## src/rtl/instr_fetch_unit_pkg.sv

```systemverilog
// Shared types and constants for the instruction fetch unit.
// IFU_MISALIGN_TRAP_EN enables the misaligned-target fault path in the users of this package.
package instr_fetch_unit_pkg;

  typedef enum logic [2:0] {
    ST_IDLE  = 3'd0,
    ST_REQ   = 3'd1,
    ST_WAIT  = 3'd2,
    ST_HOLD  = 3'd3,
    ST_FAULT = 3'd4
  } ifu_state_e;

  localparam logic [1:0]  BR_NONE = 2'b00;
  localparam logic [1:0]  BR_ZERO = 2'b01;
  localparam logic [1:0]  BR_SIGN = 2'b10;
  localparam logic [1:0]  BR_JAL  = 2'b11;

  localparam logic [31:0] IFU_RESET_PC = 32'h0000_0000;

  function automatic logic br_cond_met(input logic [1:0] br_type,
                                       input logic       zero_flag,
                                       input logic       sign_flag);
    case (br_type)
      BR_NONE: br_cond_met = 1'b0;
      BR_ZERO: br_cond_met = zero_flag;
      BR_SIGN: br_cond_met = sign_flag;
      BR_JAL:  br_cond_met = 1'b1;
      default: br_cond_met = 1'b0;
    endcase
  endfunction

endpackage

```

## src/rtl/branch_resolve.sv

```systemverilog
// Combinational branch decision: taken flag and effective redirect target.
// With IFU_MISALIGN_TRAP_EN the raw target is passed through and flagged if misaligned; otherwise it is word-aligned.
module branch_resolve
  import instr_fetch_unit_pkg::*;
#(
  parameter int ADDR_W = 32
) (
  input  logic              br_valid,
  input  logic [1:0]        br_type,
  input  logic              zero_flag,
  input  logic              sign_flag,
  input  logic [ADDR_W-1:0] br_target,
  output logic              taken,
  output logic [ADDR_W-1:0] target
`ifdef IFU_MISALIGN_TRAP_EN
  ,
  output logic              misaligned
`endif
);

  localparam logic [ADDR_W-1:0] ALIGN_MASK = ADDR_W'(2'b11);

  // Resolve the decoder branch code against the ALU flags.
  always_comb begin
    taken  = br_valid && br_cond_met(br_type, zero_flag, sign_flag);
`ifdef IFU_MISALIGN_TRAP_EN
    target     = br_target;
    misaligned = ((br_target & ALIGN_MASK) != {ADDR_W{1'b0}});
`else
    target     = br_target & ~ALIGN_MASK;
`endif
  end

endmodule

```

## src/rtl/instr_fetch_unit.sv

```systemverilog
// Fetch stage: PC, single-outstanding instruction-memory reads, decoder handoff and branch redirect.
// Define IFU_MISALIGN_TRAP_EN to trap taken branches to non-word-aligned targets (sticky fetch_fault).
module instr_fetch_unit
  import instr_fetch_unit_pkg::*;
#(
  parameter int                ADDR_W   = 32,
  parameter int                DATA_W   = 32,
  parameter logic [ADDR_W-1:0] RESET_PC = ADDR_W'(IFU_RESET_PC)
) (
  input  logic              clk,
  input  logic              rst,
  output logic              imem_req_valid,
  input  logic              imem_req_ready,
  output logic [ADDR_W-1:0] imem_addr,
  input  logic              imem_rsp_valid,
  input  logic [DATA_W-1:0] imem_rsp_data,
  output logic              instr_valid,
  input  logic              instr_ready,
  output logic [DATA_W-1:0] instr,
  output logic [ADDR_W-1:0] instr_pc,
  output logic [ADDR_W-1:0] pc_plus4,
  input  logic              br_valid,
  input  logic [1:0]        br_type,
  input  logic              zero_flag,
  input  logic              sign_flag,
  input  logic [ADDR_W-1:0] br_target,
  output logic              fetch_fault
);

  localparam logic [ADDR_W-1:0] PC_STEP = ADDR_W'(3'd4);

  ifu_state_e        state_r;
  logic [ADDR_W-1:0] pc_r;
  logic [ADDR_W-1:0] req_addr_r;
  logic [ADDR_W-1:0] instr_pc_r;
  logic [ADDR_W-1:0] pc_plus4_r;
  logic [DATA_W-1:0] instr_r;
  logic              req_valid_r;
  logic              instr_valid_r;
  logic              drop_r;
  logic              taken_s;
  logic [ADDR_W-1:0] target_s;
`ifdef IFU_MISALIGN_TRAP_EN
  logic              misaligned_s;
  logic              fault_r;
`endif

  branch_resolve #(.ADDR_W(ADDR_W)) u_branch_resolve (
    .br_valid   (br_valid),
    .br_type    (br_type),
    .zero_flag  (zero_flag),
    .sign_flag  (sign_flag),
    .br_target  (br_target),
    .taken      (taken_s),
    .target     (target_s)
`ifdef IFU_MISALIGN_TRAP_EN
    ,
    .misaligned (misaligned_s)
`endif
  );

  // Fetch FSM; req_addr_r stays frozen while a request waits, pc_r tracks redirects.
  always_ff @(posedge clk) begin
    if (rst) begin
      state_r       <= ST_IDLE;
      pc_r          <= RESET_PC;
      req_addr_r    <= RESET_PC;
      req_valid_r   <= 1'b0;
      instr_r       <= {DATA_W{1'b0}};
      instr_pc_r    <= RESET_PC;
      pc_plus4_r    <= RESET_PC + PC_STEP;
      instr_valid_r <= 1'b0;
      drop_r        <= 1'b0;
`ifdef IFU_MISALIGN_TRAP_EN
      fault_r       <= 1'b0;
    end else if (taken_s && misaligned_s) begin
      fault_r       <= 1'b1;
      state_r       <= ST_FAULT;
      req_valid_r   <= 1'b0;
      instr_valid_r <= 1'b0;
      drop_r        <= 1'b0;
`endif
    end else begin
      case (state_r)
        ST_IDLE: begin
          state_r     <= ST_REQ;
          req_valid_r <= 1'b1;
          if (taken_s) begin
            pc_r       <= target_s;
            req_addr_r <= target_s;
          end else begin
            req_addr_r <= pc_r;
          end
        end
        ST_REQ: begin
          // A redirect cannot retract a presented request; mark its response for discard.
          if (taken_s) begin
            pc_r   <= target_s;
            drop_r <= 1'b1;
          end
          if (imem_req_ready) begin
            state_r     <= ST_WAIT;
            req_valid_r <= 1'b0;
          end
        end
        ST_WAIT: begin
          if (imem_rsp_valid) begin
            if (taken_s || drop_r) begin
              state_r     <= ST_REQ;
              req_valid_r <= 1'b1;
              drop_r      <= 1'b0;
              if (taken_s) begin
                pc_r       <= target_s;
                req_addr_r <= target_s;
              end else begin
                req_addr_r <= pc_r;
              end
            end else begin
              instr_r       <= imem_rsp_data;
              instr_pc_r    <= pc_r;
              pc_plus4_r    <= pc_r + PC_STEP;
              instr_valid_r <= 1'b1;
              state_r       <= ST_HOLD;
            end
          end else if (taken_s) begin
            pc_r   <= target_s;
            drop_r <= 1'b1;
          end
        end
        ST_HOLD: begin
          // Redirect wins over a simultaneous decoder accept.
          if (taken_s) begin
            pc_r          <= target_s;
            req_addr_r    <= target_s;
            instr_valid_r <= 1'b0;
            req_valid_r   <= 1'b1;
            state_r       <= ST_REQ;
          end else if (instr_ready) begin
            pc_r          <= pc_r + PC_STEP;
            req_addr_r    <= pc_r + PC_STEP;
            instr_valid_r <= 1'b0;
            req_valid_r   <= 1'b1;
            state_r       <= ST_REQ;
          end
        end
        ST_FAULT: begin
          req_valid_r   <= 1'b0;
          instr_valid_r <= 1'b0;
        end
        default: begin
          state_r       <= ST_IDLE;
          req_valid_r   <= 1'b0;
          instr_valid_r <= 1'b0;
          drop_r        <= 1'b0;
        end
      endcase
    end
  end

  assign imem_req_valid = req_valid_r;
  assign imem_addr      = req_addr_r;
  assign instr_valid    = instr_valid_r;
  assign instr          = instr_r;
  assign instr_pc       = instr_pc_r;
  assign pc_plus4       = pc_plus4_r;
`ifdef IFU_MISALIGN_TRAP_EN
  assign fetch_fault    = fault_r;
`else
  assign fetch_fault    = 1'b0;
`endif

endmodule

```

## config.mk

```make
export PLATFORM = sky130hd
export DESIGN_NAME = instr_fetch_unit
export DESIGN_NICKNAME = d
export VERILOG_FILES = /design/src/rtl/instr_fetch_unit_pkg.sv /design/src/rtl/branch_resolve.sv /design/src/rtl/instr_fetch_unit.sv
export SDC_FILE = /design/constraint.sdc
export NUM_CORES = 1
export LEC_CHECK = 0
export CAP_MARGIN = 25
export CORE_ASPECT_RATIO = 1.5
export CORE_MARGIN = 2
export CORE_UTILIZATION = 44
export CTS_CLUSTER_DIAMETER = 40
export DETAILED_ROUTE_END_ITERATION = 10
export PLACE_DENSITY = 0.88
export SLEW_MARGIN = 20
export SYNTH_ARGS = -nofsm -noshare
export SYNTH_HDL_FRONTEND = slang
export SYNTH_SLANG_ARGS = --single-unit
```

## constraint.sdc

```tcl
create_clock -name clk -period 2 [get_ports clk]
set_clock_uncertainty 0.1 [all_clocks]
set_input_delay 0.5 -clock clk [delete_from_list [all_inputs] [get_ports clk]]
set_output_delay 0.5 -clock clk [all_outputs]
set_load 0.01 [all_outputs]
```

==> out/metrics.cfg <==
[outcome]
outcome = complete, but fails checks
violations = negative setup slack

[cells_and_area]
diodes = 0
finalNonFillerCells = 1462
syn2layout_area_growth_pct = 76.83
drive_gt1_share_pct = 38.26
fin_util_pct = 79.50
final_nets = 1319

[setup_path]
crit_chain = nand4_4, buf_4, buf_4, nor4_4, buf_6, a21o_1, a21oi_1, o32ai_1
start_kind = register
crit_required_ns = 2.21
worst_setup_path_end_kind = register
crit_path_top_delay_cell = o32ai_1
cp_max_fo = 8
critPathKind = register to register
cp_top_family = compound AO/OA/AOI/OAI gates
critPathMaxStageDelay_ns = 0.42
crit_top_cell = buf_4
worstPathArrival_ns = 2.49
path_buf_inv = 3

[die]
core_um2 = 16840
ioPinCount = 205
die_h_um = 164.6
rows = 58
die_area_um2 = 18290
initial_utilization_pct = 44.96
die_x_um = 111.1

[min_path]
hp-class = primary input to register

[timing]
rsz0062_at_grt = yes
report.final.setup_viol = 155
slew_headroom_pct = 50.33
period_minus_slack_ns = 2.278
fmax_mhz = 439.0
slew_violations = 0
worst_slack_ns = -0.2781
worstMarginPinSlew_ns = 0.7451
hold_violations = 0
fin_crit_sh_pct = 113.9

[drt]
num_vias = 9785
wl_mm = 39.81
wl_per_cell_um = 27.23
drtIter0Drc = 1527
antenna_left = 0
drt-pass1-iter-count = 8
drc_errors = 0
via_per_inst = 6.693

[global_routing]
gr-usage-all-layers_pct = 31.11
overflow = 0
grt_max_degree = 53
grt_pass1_wl_mm = 45.59
grt_pass1_vias = 8544
antenna_found_initial = 0

[placement]
numPortBuffers = 201
gp_congestion = 0.9138
dp_cells = 1355
hpwl_mm = 17.36

[clock_tree]
cts_tree = yes
cts_max_level = 4
numCtsBuffers = 17
clockBufferDepth = 2
clk_latency_ns = 0.45
clock-sinks = 163
cts-root-buf = clkbuf_16
clkSlewWorstSetupHoldPaths_ns = 0.08

[yosys]
syn-instance-count = 912
avgSynthCellArea_um2 = 8.300
netlist_area_um2 = 7570
synth_common_cells = nand2_1 (189), dfxtp_1 (163), a21oi_1 (91)
synth_cell_types = 66
yosysTopAreaCell = dfxtp_1
synth_edf_count = 0
synth.yosys.seq_area_share_pct = 43.11
synth_seq_cells = 163
synth.net_count = 992
yosys-top-cells-area = dfxtp_1 (43%), nand2_1 (9.4%), a21oi_1 (6.0%)
async_reset_ff_share_pct = 0
yosys_warnings = 0
synth.top_cell.area_share_pct = 43.11
yosysMostFrequentCell = nand2_1
ys.flop_type = dfxtp_1

[pwr]
power_leakage_nw = 5.396
powerDensity_nw_per_um2 = 1034
max-vdd-ir-drop_v = 0.0009836

[job]
drv_cap = 0

[power breakdown]
group	total, W	internal [W]	leakage, nW	switching, W
combinational	0.00614	0.00305	3.76	0.00309
clock	0.00348	0.00180	0.300	0.00168
sequential	0.00421	0.00374	1.34	0.000473
total	0.0138	0.00860	5.40	0.00524
[flip-flops by register name (all words and copies together) (netlist names)]
| register | flops |
|---|---|
| imem_addr | 32 |
| instr | 32 |
| instr_pc | 32 |
| pc_r | 32 |
| pc_plus4 | 30 |
| state_r | 2 |
| drop_r | 1 |
| imem_req_valid | 1 |
| instr_valid | 1 |
[repair_timing]
action / 4_1_cts / 5_1_grt
setup buffers: 15 / 34
hold buffers: 0 / 0
gates resized for setup: 110 / 268
gates cloned: 10 / 20
pin swaps: 25 / 116
endpoints found under the setup margin: 153 / 149
[layout by cell type (no fill, tap or decap), drive strengths merged, types with 7 or more instances in the layout]
cell type,Yosys,final
a211oi,39,39
a21oi,92,92
a22o,8,8
a31o,7,7
a32o,9,9
and2,5,7
and3,10,10
and4,12,12
buf,33,180
clkbuf,57,33
clkdlybuf4s50,0,180
clkinv,0,7
dfxtp,163,163
dlymetal6s2s,0,16
inv,11,18
nand2,189,190
nand3,34,34
nand4,16,16
nor2,65,65
nor3,25,25
nor4,9,9
o21ai,13,13
o41ai,7,7
xnor2,26,26
xor2,19,19
[layout make-up]
class	instances	area (um^2)
Clock buffer	17	425.4
Clock inverter	15	190.2
Fill cell	820	3451
Inverter	11	41.29
Multi-Input combinational cell	651	4956
Sequential cell	163	3301
Tap cell	210	262.8
Timing Repair Buffer	395	4209
[per-stage QoR]
| stage | area, um^2 | hold slack (ns) | worst slack (ns) | TNS (ns) | total power (W) |
|---|---|---|---|---|---|
| after floorplan | 7625 | 0.3406 | -0.03758 | -0.1244 | 0.006003 |
| after global placement | 10380 | 0.3410 | -0.6575 | -72.87 | 0.007802 |
| after detailed placement | 10380 | 0.3467 | -0.6946 | -79.10 | 0.007901 |
| after CTS | 11800 | 0.1927 | -0.06729 | -0.3611 | 0.01213 |
| after global routing | 13390 | 0.2107 | -0.3105 | -18.47 | 0.01410 |
| final | 13390 | 0.2178 | -0.2781 | -14.64 | 0.01384 |
[routing by layer]
metal	global-route usage, %	up-vias	routed length, um
met5	0	-	0
met4	20.20	0	4408
met3	5.872	425	4340
met2	54.71	1043	18080
met1	34.51	4480	12980
li1	-	3837	-
[final timing paths]
path,startpoint,cells past startpoint,slack (ns),endpoint
max,pc_r[11],8,-0.28,pc_r[21]
min,rst,2,0.22,imem_addr[15]
max reg2reg,pc_r[11],8,-0.28,pc_r[21]
min reg2reg,instr_pc[16],2,0.36,instr_pc[16]
[cells by family after synthesis]
kind of cell	synth area share (%)
AND/OR/NAND/NOR	23.50
AO/OA/AOI/OAI	18.17
flip-flops	43.11
buffers and inverters	7.438
XOR/XNOR	5.207
multiplexers	1.537
adder cells (fa/ha/maj)	0.9917
other	0.04954
Note: power is estimated with default switching activity, not from simulation.
